[src/rtl/alu_pkg.sv]
// Shared ALU control codes and execute-stage FSM encoding, used by both the
// ALU decoder and the multi-cycle execute ALU.
package alu_pkg;

  localparam logic [2:0] ALUCTL_AND = 3'b000;
  localparam logic [2:0] ALUCTL_OR  = 3'b001;
  localparam logic [2:0] ALUCTL_ADD = 3'b010;
  localparam logic [2:0] ALUCTL_MUL = 3'b101;
  localparam logic [2:0] ALUCTL_SUB = 3'b110;
  localparam logic [2:0] ALUCTL_SLT = 3'b111;

  typedef enum logic [1:0] {
    ST_IDLE = 2'b00,
    ST_MUL  = 2'b01,
    ST_DONE = 2'b10
  } alu_state_e;

  // Case equality so that an X code never reads as a MUL request.
  function automatic logic is_mul_op(input logic [2:0] ctl);
    return (ctl === ALUCTL_MUL);
  endfunction

endpackage

[src/rtl/seq_mult.sv]
// Iterative shift-add multiplier: one partial product per cycle, fixed WIDTH
// iterations, low WIDTH bits of the product kept.
module seq_mult #(
  parameter int WIDTH = 32,
  parameter int CNTW  = 6
) (
  input  logic             clk,
  input  logic             reset,
  input  logic             start,
  input  logic             abort,
  input  logic [WIDTH-1:0] a,
  input  logic [WIDTH-1:0] b,
  output logic             busy,
  output logic             done,
  output logic [WIDTH-1:0] product
);

  logic             busy_q, busy_d;
  logic [CNTW-1:0]  cnt_q, cnt_d;
  logic [WIDTH-1:0] acc_q, acc_d;
  logic [WIDTH-1:0] mcand_q, mcand_d;
  logic [WIDTH-1:0] mplr_q, mplr_d;
  logic             last_s;

  // done marks the final iteration; the full product is in acc_q after this edge.
  assign last_s  = busy_q && (cnt_q == CNTW'(WIDTH - 1));
  assign busy    = busy_q;
  assign done    = last_s;
  assign product = acc_q;

  // Next-state for the shift-add datapath and iteration counter.
  always_comb begin
    busy_d  = busy_q;
    cnt_d   = cnt_q;
    acc_d   = acc_q;
    mcand_d = mcand_q;
    mplr_d  = mplr_q;
    if (abort) begin
      busy_d = 1'b0;
    end else if (start) begin
      busy_d  = 1'b1;
      cnt_d   = {CNTW{1'b0}};
      acc_d   = {WIDTH{1'b0}};
      mcand_d = a;
      mplr_d  = b;
    end else if (busy_q) begin
      if (mplr_q[0]) begin
        acc_d = acc_q + mcand_q;
      end else begin
        acc_d = acc_q;
      end
      mcand_d = {mcand_q[WIDTH-2:0], 1'b0};
      mplr_d  = {1'b0, mplr_q[WIDTH-1:1]};
      cnt_d   = cnt_q + CNTW'(1);
      busy_d  = !last_s;
    end else begin
      busy_d = 1'b0;
    end
  end

  // Datapath registers.
  always_ff @(posedge clk or posedge reset) begin
    if (reset) begin
      busy_q  <= 1'b0;
      cnt_q   <= {CNTW{1'b0}};
      acc_q   <= {WIDTH{1'b0}};
      mcand_q <= {WIDTH{1'b0}};
      mplr_q  <= {WIDTH{1'b0}};
    end else begin
      busy_q  <= busy_d;
      cnt_q   <= cnt_d;
      acc_q   <= acc_d;
      mcand_q <= mcand_d;
      mplr_q  <= mplr_d;
    end
  end

endmodule

[src/rtl/alu_mc_exec.sv]
// Execute-stage ALU: single-cycle logic/arithmetic ops plus a stalling
// iterative MUL driven by a three-state issue/run/present FSM.
module alu_mc_exec
  import alu_pkg::*;
#(
  parameter int WIDTH = 32,
  parameter int CNTW  = 6
) (
  input  logic             clk,
  input  logic             reset,
  input  logic             valid_i,
  input  logic             flush,
  input  logic [2:0]       alucontrol,
  input  logic [WIDTH-1:0] srca,
  input  logic [WIDTH-1:0] srcb,
  output logic [WIDTH-1:0] result,
  output logic             zero,
  output logic             stall,
  output logic             done
);

  alu_state_e       state_q, state_d;
  logic [WIDTH-1:0] comb_res_s;
  logic             issue_s;
  logic             abort_s;
  logic             mult_busy_s;
  logic             mult_done_s;
  logic [WIDTH-1:0] mult_prod_s;

  // Reset gating keeps stall low while the core is held in reset.
  assign issue_s = (state_q == ST_IDLE) && valid_i && is_mul_op(alucontrol)
                   && !flush && !reset;
  assign abort_s = (state_q == ST_MUL) && flush;

  seq_mult #(
    .WIDTH (WIDTH),
    .CNTW  (CNTW)
  ) u_seq_mult (
    .clk     (clk),
    .reset   (reset),
    .start   (issue_s),
    .abort   (abort_s),
    .a       (srca),
    .b       (srcb),
    .busy    (mult_busy_s),
    .done    (mult_done_s),
    .product (mult_prod_s)
  );

  // Single-cycle operation mux; MUL and undefined codes yield zero here.
  always_comb begin
    comb_res_s = {WIDTH{1'b0}};
    case (alucontrol)
      ALUCTL_AND: comb_res_s = srca & srcb;
      ALUCTL_OR:  comb_res_s = srca | srcb;
      ALUCTL_ADD: comb_res_s = srca + srcb;
      ALUCTL_SUB: comb_res_s = srca - srcb;
      ALUCTL_SLT: comb_res_s = {{(WIDTH-1){1'b0}}, ($signed(srca) < $signed(srcb))};
      default:    comb_res_s = {WIDTH{1'b0}};
    endcase
  end

  // FSM state register.
  always_ff @(posedge clk or posedge reset) begin
    if (reset) begin
      state_q <= ST_IDLE;
    end else begin
      state_q <= state_d;
    end
  end

  // FSM next state; DONE never re-arms, so a held MUL cannot retrigger there.
  always_comb begin
    state_d = state_q;
    case (state_q)
      ST_IDLE: begin
        if (issue_s) begin
          state_d = ST_MUL;
        end else begin
          state_d = ST_IDLE;
        end
      end
      ST_MUL: begin
        if (flush) begin
          state_d = ST_IDLE;
        end else if (mult_done_s) begin
          state_d = ST_DONE;
        end else begin
          state_d = ST_MUL;
        end
      end
      ST_DONE: state_d = ST_IDLE;
      default: state_d = ST_IDLE;
    endcase
  end

  // FSM outputs.
  always_comb begin
    result = {WIDTH{1'b0}};
    stall  = 1'b0;
    done   = 1'b0;
    case (state_q)
      ST_IDLE: begin
        stall = issue_s;
        if (issue_s) begin
          result = {WIDTH{1'b0}};
        end else begin
          result = comb_res_s;
        end
      end
      ST_MUL: begin
        stall  = 1'b1;
        result = {WIDTH{1'b0}};
      end
      ST_DONE: begin
        done   = 1'b1;
        result = mult_prod_s;
      end
      default: begin
        result = {WIDTH{1'b0}};
      end
    endcase
  end

  assign zero = (result == {WIDTH{1'b0}});

endmodule

[config.mk]
export PLATFORM = sky130hd
export DESIGN_NAME = alu_mc_exec
export DESIGN_NICKNAME = d
export VERILOG_FILES = /design/src/rtl/alu_pkg.sv /design/src/rtl/seq_mult.sv /design/src/rtl/alu_mc_exec.sv
export SDC_FILE = /design/constraint.sdc
export NUM_CORES = 1
export LEC_CHECK = 0
export ABC_AREA = 1
export BUFFER_PORTS_ARGS = -buffer_cell sky130_fd_sc_hd__buf_2
export CELL_PAD_IN_SITES_DETAIL_PLACEMENT = 1
export CELL_PAD_IN_SITES_GLOBAL_PLACEMENT = 1
export CORE_ASPECT_RATIO = 2
export CORE_UTILIZATION = 44
export DETAILED_ROUTE_END_ITERATION = 10
export PLACE_DENSITY = 0.83
export SLEW_MARGIN = 30
export SYNTH_ARGS = -nofsm -noshare
export SYNTH_HDL_FRONTEND = slang
export SYNTH_HIERARCHICAL = 1
export SYNTH_SLANG_ARGS = --single-unit
[constraint.sdc]
create_clock -name clk -period 4.97 [get_ports clk]
set_clock_uncertainty 0.1 [all_clocks]
set_input_delay 0.994 -clock clk [delete_from_list [all_inputs] [get_ports clk]]
set_output_delay 0.994 -clock clk [all_outputs]
set_load 0.01 [all_outputs]
==> impl_metrics.env, run 1 <==
export IMPL_ioPinCount=106
export IMPL_haltStage="global routing"
export IMPL_async_flop_share=1.00
export IMPL_status="aborted with a tool error"
export IMPL_synth_area_um2=14100
export IMPL_cts_sinks=105
export IMPL_io_buffers=105
export IMPL_cts_buffers=9
export IMPL_rows=92
export IMPL_synth_cells=2391
export IMPL_yosysTopAreaCell="nand2_1"
export IMPL_yosysTopAreaCellShare=0.192
export IMPL_error="[ERROR GRT-0116] Global routing finished with congestion. Check the congestion regions in the DRC Viewer."
export IMPL_grtUsageTotal=0.511
export IMPL_fp_dieH_um=255
export IMPL_dp_final_hpwl_um=62400
export IMPL_synth_edff_count=0
export IMPL_grt_start_max_net_pins=55
export IMPL_syn_num_nets=2596
export IMPL_clock_path_buffers=2
export IMPL_grt_pass1_wl_um=122000
export IMPL_pre_cts_slack_ps=-325
export IMPL_overflow=5
export IMPL_grt_pass1_vias=20100
export IMPL_synth_seq_area_share=0.187
export IMPL_synth_most_common_cell="nand2_1"
export IMPL_syn_mean_instance_area_um2=5.89
export IMPL_netlist_cell_type_count=48
export IMPL_ys_seq_elements=105
export IMPL_gp_congestion=1.12
export IMPL_synth_area_top_cells="nand2_1, dfrtp_1, inv_1"
export IMPL_start_util=0.446
export IMPL_die_x_um=128
export IMPL_ys_dominant_reg_cell="dfrtp_1"
export IMPL_netlist_top_cells_count="nand2_1, inv_1, nor2_1, nand3_1, ha_1"
export IMPL_htreeDepth=3
export IMPL_yosys_warnings=6
export IMPL_cts_root_buffer="clkbuf_16"
-- repair_timing --
item / in CTS
resized for setup: 24
setup endpoints to repair: 1
hold buffers: 0
pin swaps: 3
setup buffers: 2
-- layer usage --
metal,global-route usage,overflow
met5,0,0
met4,0.611,1
met3,0.186,0
met2,0.835,4
met1,0.444,0
-- through the flow --
step           utilization  hold slack (ps)  instance area, um^2  std cells
4_1_cts              0.520              354                16400       3026
3_5_place_dp         0.506              344                16000       3008
3_3_place_gp         0.506              329                15900       3007
2_1_floorplan            -              314                14100       2391
-- cells by family after synthesis --
group | after synthesis | share of synthesized area
simple gates | 1323 | 0.411
buf+inv | 567 | 0.166
compound gates | 259 | 0.114
fa+ha+maj | 134 | 0.121
flops | 105 | 0.187
xor+xnor | 3 | 0.00187
==> run 2, diff against run 1 <==
--- a/config.mk
+++ b/config.mk
@@ -7,12 +7,9 @@
 export LEC_CHECK = 0
 export ABC_AREA = 1
 export BUFFER_PORTS_ARGS = -buffer_cell sky130_fd_sc_hd__buf_2
-export CELL_PAD_IN_SITES_DETAIL_PLACEMENT = 1
-export CELL_PAD_IN_SITES_GLOBAL_PLACEMENT = 1
-export CORE_ASPECT_RATIO = 2
-export CORE_UTILIZATION = 44
+export CORE_UTILIZATION = 40
 export DETAILED_ROUTE_END_ITERATION = 10
-export PLACE_DENSITY = 0.83
+export PLACE_DENSITY_LB_ADDON = 0.15
 export SLEW_MARGIN = 30
 export SYNTH_ARGS = -nofsm -noshare
 export SYNTH_HDL_FRONTEND = slang
==> impl_metrics.env, run 2 <==
export IMPL_status="completed"
export IMPL_netlist_cell_type_count=48
export IMPL_ys_seq_elements=105
export IMPL_drc=0
export IMPL_final_max_slew_violation_count=0
export IMPL_fp_dieH_um=190
export IMPL_synth_most_common_cell="nand2_1"
export IMPL_critPathCaptureType="output port"
export IMPL_synth_fa_ha_area_frac=0.121
export IMPL_dp_final_hpwl_um=49200
export IMPL_yosysTopAreaCell="nand2_1"
export IMPL_pre_cts_slack_ps=-115
export IMPL_crit_required_ps=3880
export IMPL_drtAntennaViolNets=0
export IMPL_synth_area_top_cells="nand2_1, dfrtp_1, inv_1"
export IMPL_synth_top_family_by_area="simple AND/OR/NAND/NOR gates"
export IMPL_grt_start_max_net_pins=52
export IMPL_drive_gt1_frac=0.202
export IMPL_start_kind="input pin"
export IMPL_setup_viol_count_final=0
export IMPL_p_leak_nw=9.85
export IMPL_core_um2=34600
export IMPL_synth_area_um2=14100
export IMPL_synth_edff_count=0
export IMPL_htreeDepth=3
export IMPL_syn_num_nets=2596
export IMPL_max_freq_mhz=207
export IMPL_clock_latency_ps=380
export IMPL_dr_pass1_iters=5
export IMPL_wl_um=58600
export IMPL_fin_hold_ws_ps=347
export IMPL_cts_sinks=105
export IMPL_antenna_found_initial=1
export IMPL_io_buffers=105
export IMPL_clkTransAtPathRegs_ps=70
export IMPL_crit_fanout=9
export IMPL_synth_xor_area_share=0.00187
export IMPL_synth_seq_area_share=0.187
export IMPL_cts_buffers=9
export IMPL_dieArea_um2=36000
export IMPL_relSlewSlack=0.461
export IMPL_tightest_slew_ps=807
export IMPL_period_share=0.973
export IMPL_layout_setup_ws_ps=136
export IMPL_maxCapViolations=0
export IMPL_rows=68
export IMPL_drtIter0Drc=1364
export IMPL_yosys_warnings=6
export IMPL_async_flop_share=1.00
export IMPL_synth_mux_area_fraction=0
export IMPL_mostFrequentLayoutCells="nand2_1, inv_1, nor2_1"
export IMPL_worstSetupPathType="in -> out"
export IMPL_overflow=0
export IMPL_critPathArrivalTime_ps=3740
export IMPL_die_x_um=190
export IMPL_fin_nets=2870
export IMPL_irDropWorstVdd_mv=0.320
export IMPL_grt_pass1_wl_um=89700
export IMPL_holdCritPathClass="reg -> reg"
export IMPL_clock_path_buffers=2
export IMPL_syn_mean_instance_area_um2=5.89
export IMPL_synthToLayoutAreaGrowth_pct=20.8
export IMPL_grt_pass1_vias=15700
export IMPL_ys_dominant_reg_cell="dfrtp_1"
export IMPL_power_density_nw_per_um2=424
export IMPL_viasPerCell=5.17
export IMPL_ioPinCount=106
export IMPL_netlist_top_cells_count="nand2_1, inv_1, nor2_1, nand3_1, ha_1"
export IMPL_yosysTopAreaCellShare=0.192
export IMPL_final_common_cell="nand2_1"
export IMPL_start_util=0.407
export IMPL_synth_cells=2391
export IMPL_vias=16200
export IMPL_grtUsageTotal=0.328
export IMPL_synth_compound_area_frac=0.114
export IMPL_fin_crit_ps=4830
export IMPL_cts_tree="done"
export IMPL_gp_congestion=0.994
export IMPL_hold_viol_final=0
export IMPL_wire_per_inst_um=18.7
export IMPL_cts_root_buffer="clkbuf_16"
export IMPL_yosys_area_share_simple=0.411
-- run 2: logic make-up after synthesis --
logic type,Yosys count
adders and majority gates,134
DFF,105
AOI/OAI and AO/OA,259
xor gates and xnor gates,3
buffers and inverters,567
and+or+nand+nor,1323
-- run 2: worst paths after layout --
path	cells after the start	endpoint	from	slack (ps)
hold reg to reg	1	u_seq_mult/cnt_q[5]$_DFFE_PP0P_	u_seq_mult/cnt_q[5]$_DFFE_PP0P_	350
hold / removal	1	u_seq_mult/cnt_q[5]$_DFFE_PP0P_	u_seq_mult/cnt_q[5]$_DFFE_PP0P_	350
setup reg to reg	9	u_seq_mult/mplr_q[25]$_DFFE_PP0P_	state_q[1]$_DFF_PP0_	2280
max in group asynchronous	3	u_seq_mult/mplr_q[22]$_DFFE_PP0P_	reset	3150
setup / recovery	21	zero	srca[18]	140
min in group asynchronous	2	state_q[1]$_DFF_PP0_	reset	400
-- run 2: timing repair --
| item | 4_1_cts | 5_1_grt |
|---|---|---|
| resized for setup | 7 | 37 |
| pin swaps | 0 | 6 |
| hold buffers | 0 | 0 |
| buffers inserted | 0 | 2 |
| endpoints found under the setup margin | 1 | 1 |
-- run 2: layout make-up --
class,instances,area (um^2)
Fill cell,3772,17600
Sequential cell,105,2630
Tap cell,455,569
Inverter,500,1880
Multi-Input combinational cell,1719,9290
Timing Repair Buffer,330,2330
Clock buffer,10,229
Antenna cell,3,7.51
Clock inverter,6,76.3
-- run 2: per-stage QoR --
stage	TNS (ps)	utilization	cell area, um^2	total power [mW]	std cells
finish	0	0.491	17000	7.21	3128
global route	-7.85	0.491	17000	7.92	3126
CTS	0	0.487	16900	7.16	3123
detailed placement	-115	0.477	16500	6.33	3107
global placement	-156	0.477	16500	6.23	3106
floorplan	0	-	14100	4.83	2391
-- run 2: worst max-delay path, stage by stage --
cell,delay (ps)
buf_2,150
inv_1,60
ha_1,320
buf_12,160
nor2_4,130
inv_2,70
nor2_4,90
inv_2,40
buf_4,130
nor2_1,140
nand3_1,150
nand3_1,120
nand2_1,50
nand3_1,140
nand3_1,180
a21oi_1,260
nand2_1,80
nor2_1,130
nand2_1,70
nor2_2,130
buf_2,140
-- run 2: report_power, final --
part	total, mW	switching (mW)	internal, mW
clock	0.798	0.398	0.400
combinational	4.90	3.20	1.70
sequential	1.51	0.291	1.22
total	7.21	3.89	3.32
-- run 2: layer usage --
metal	vias to the layer above	wire length, um	track usage
li1	8014	-	-
met1	7640	27500	0.466
met2	475	26500	0.526
met3	44	3720	0.0369
met4	0	843	0.0779
met5	-	0	0
Power figures use the tool's default switching activity.
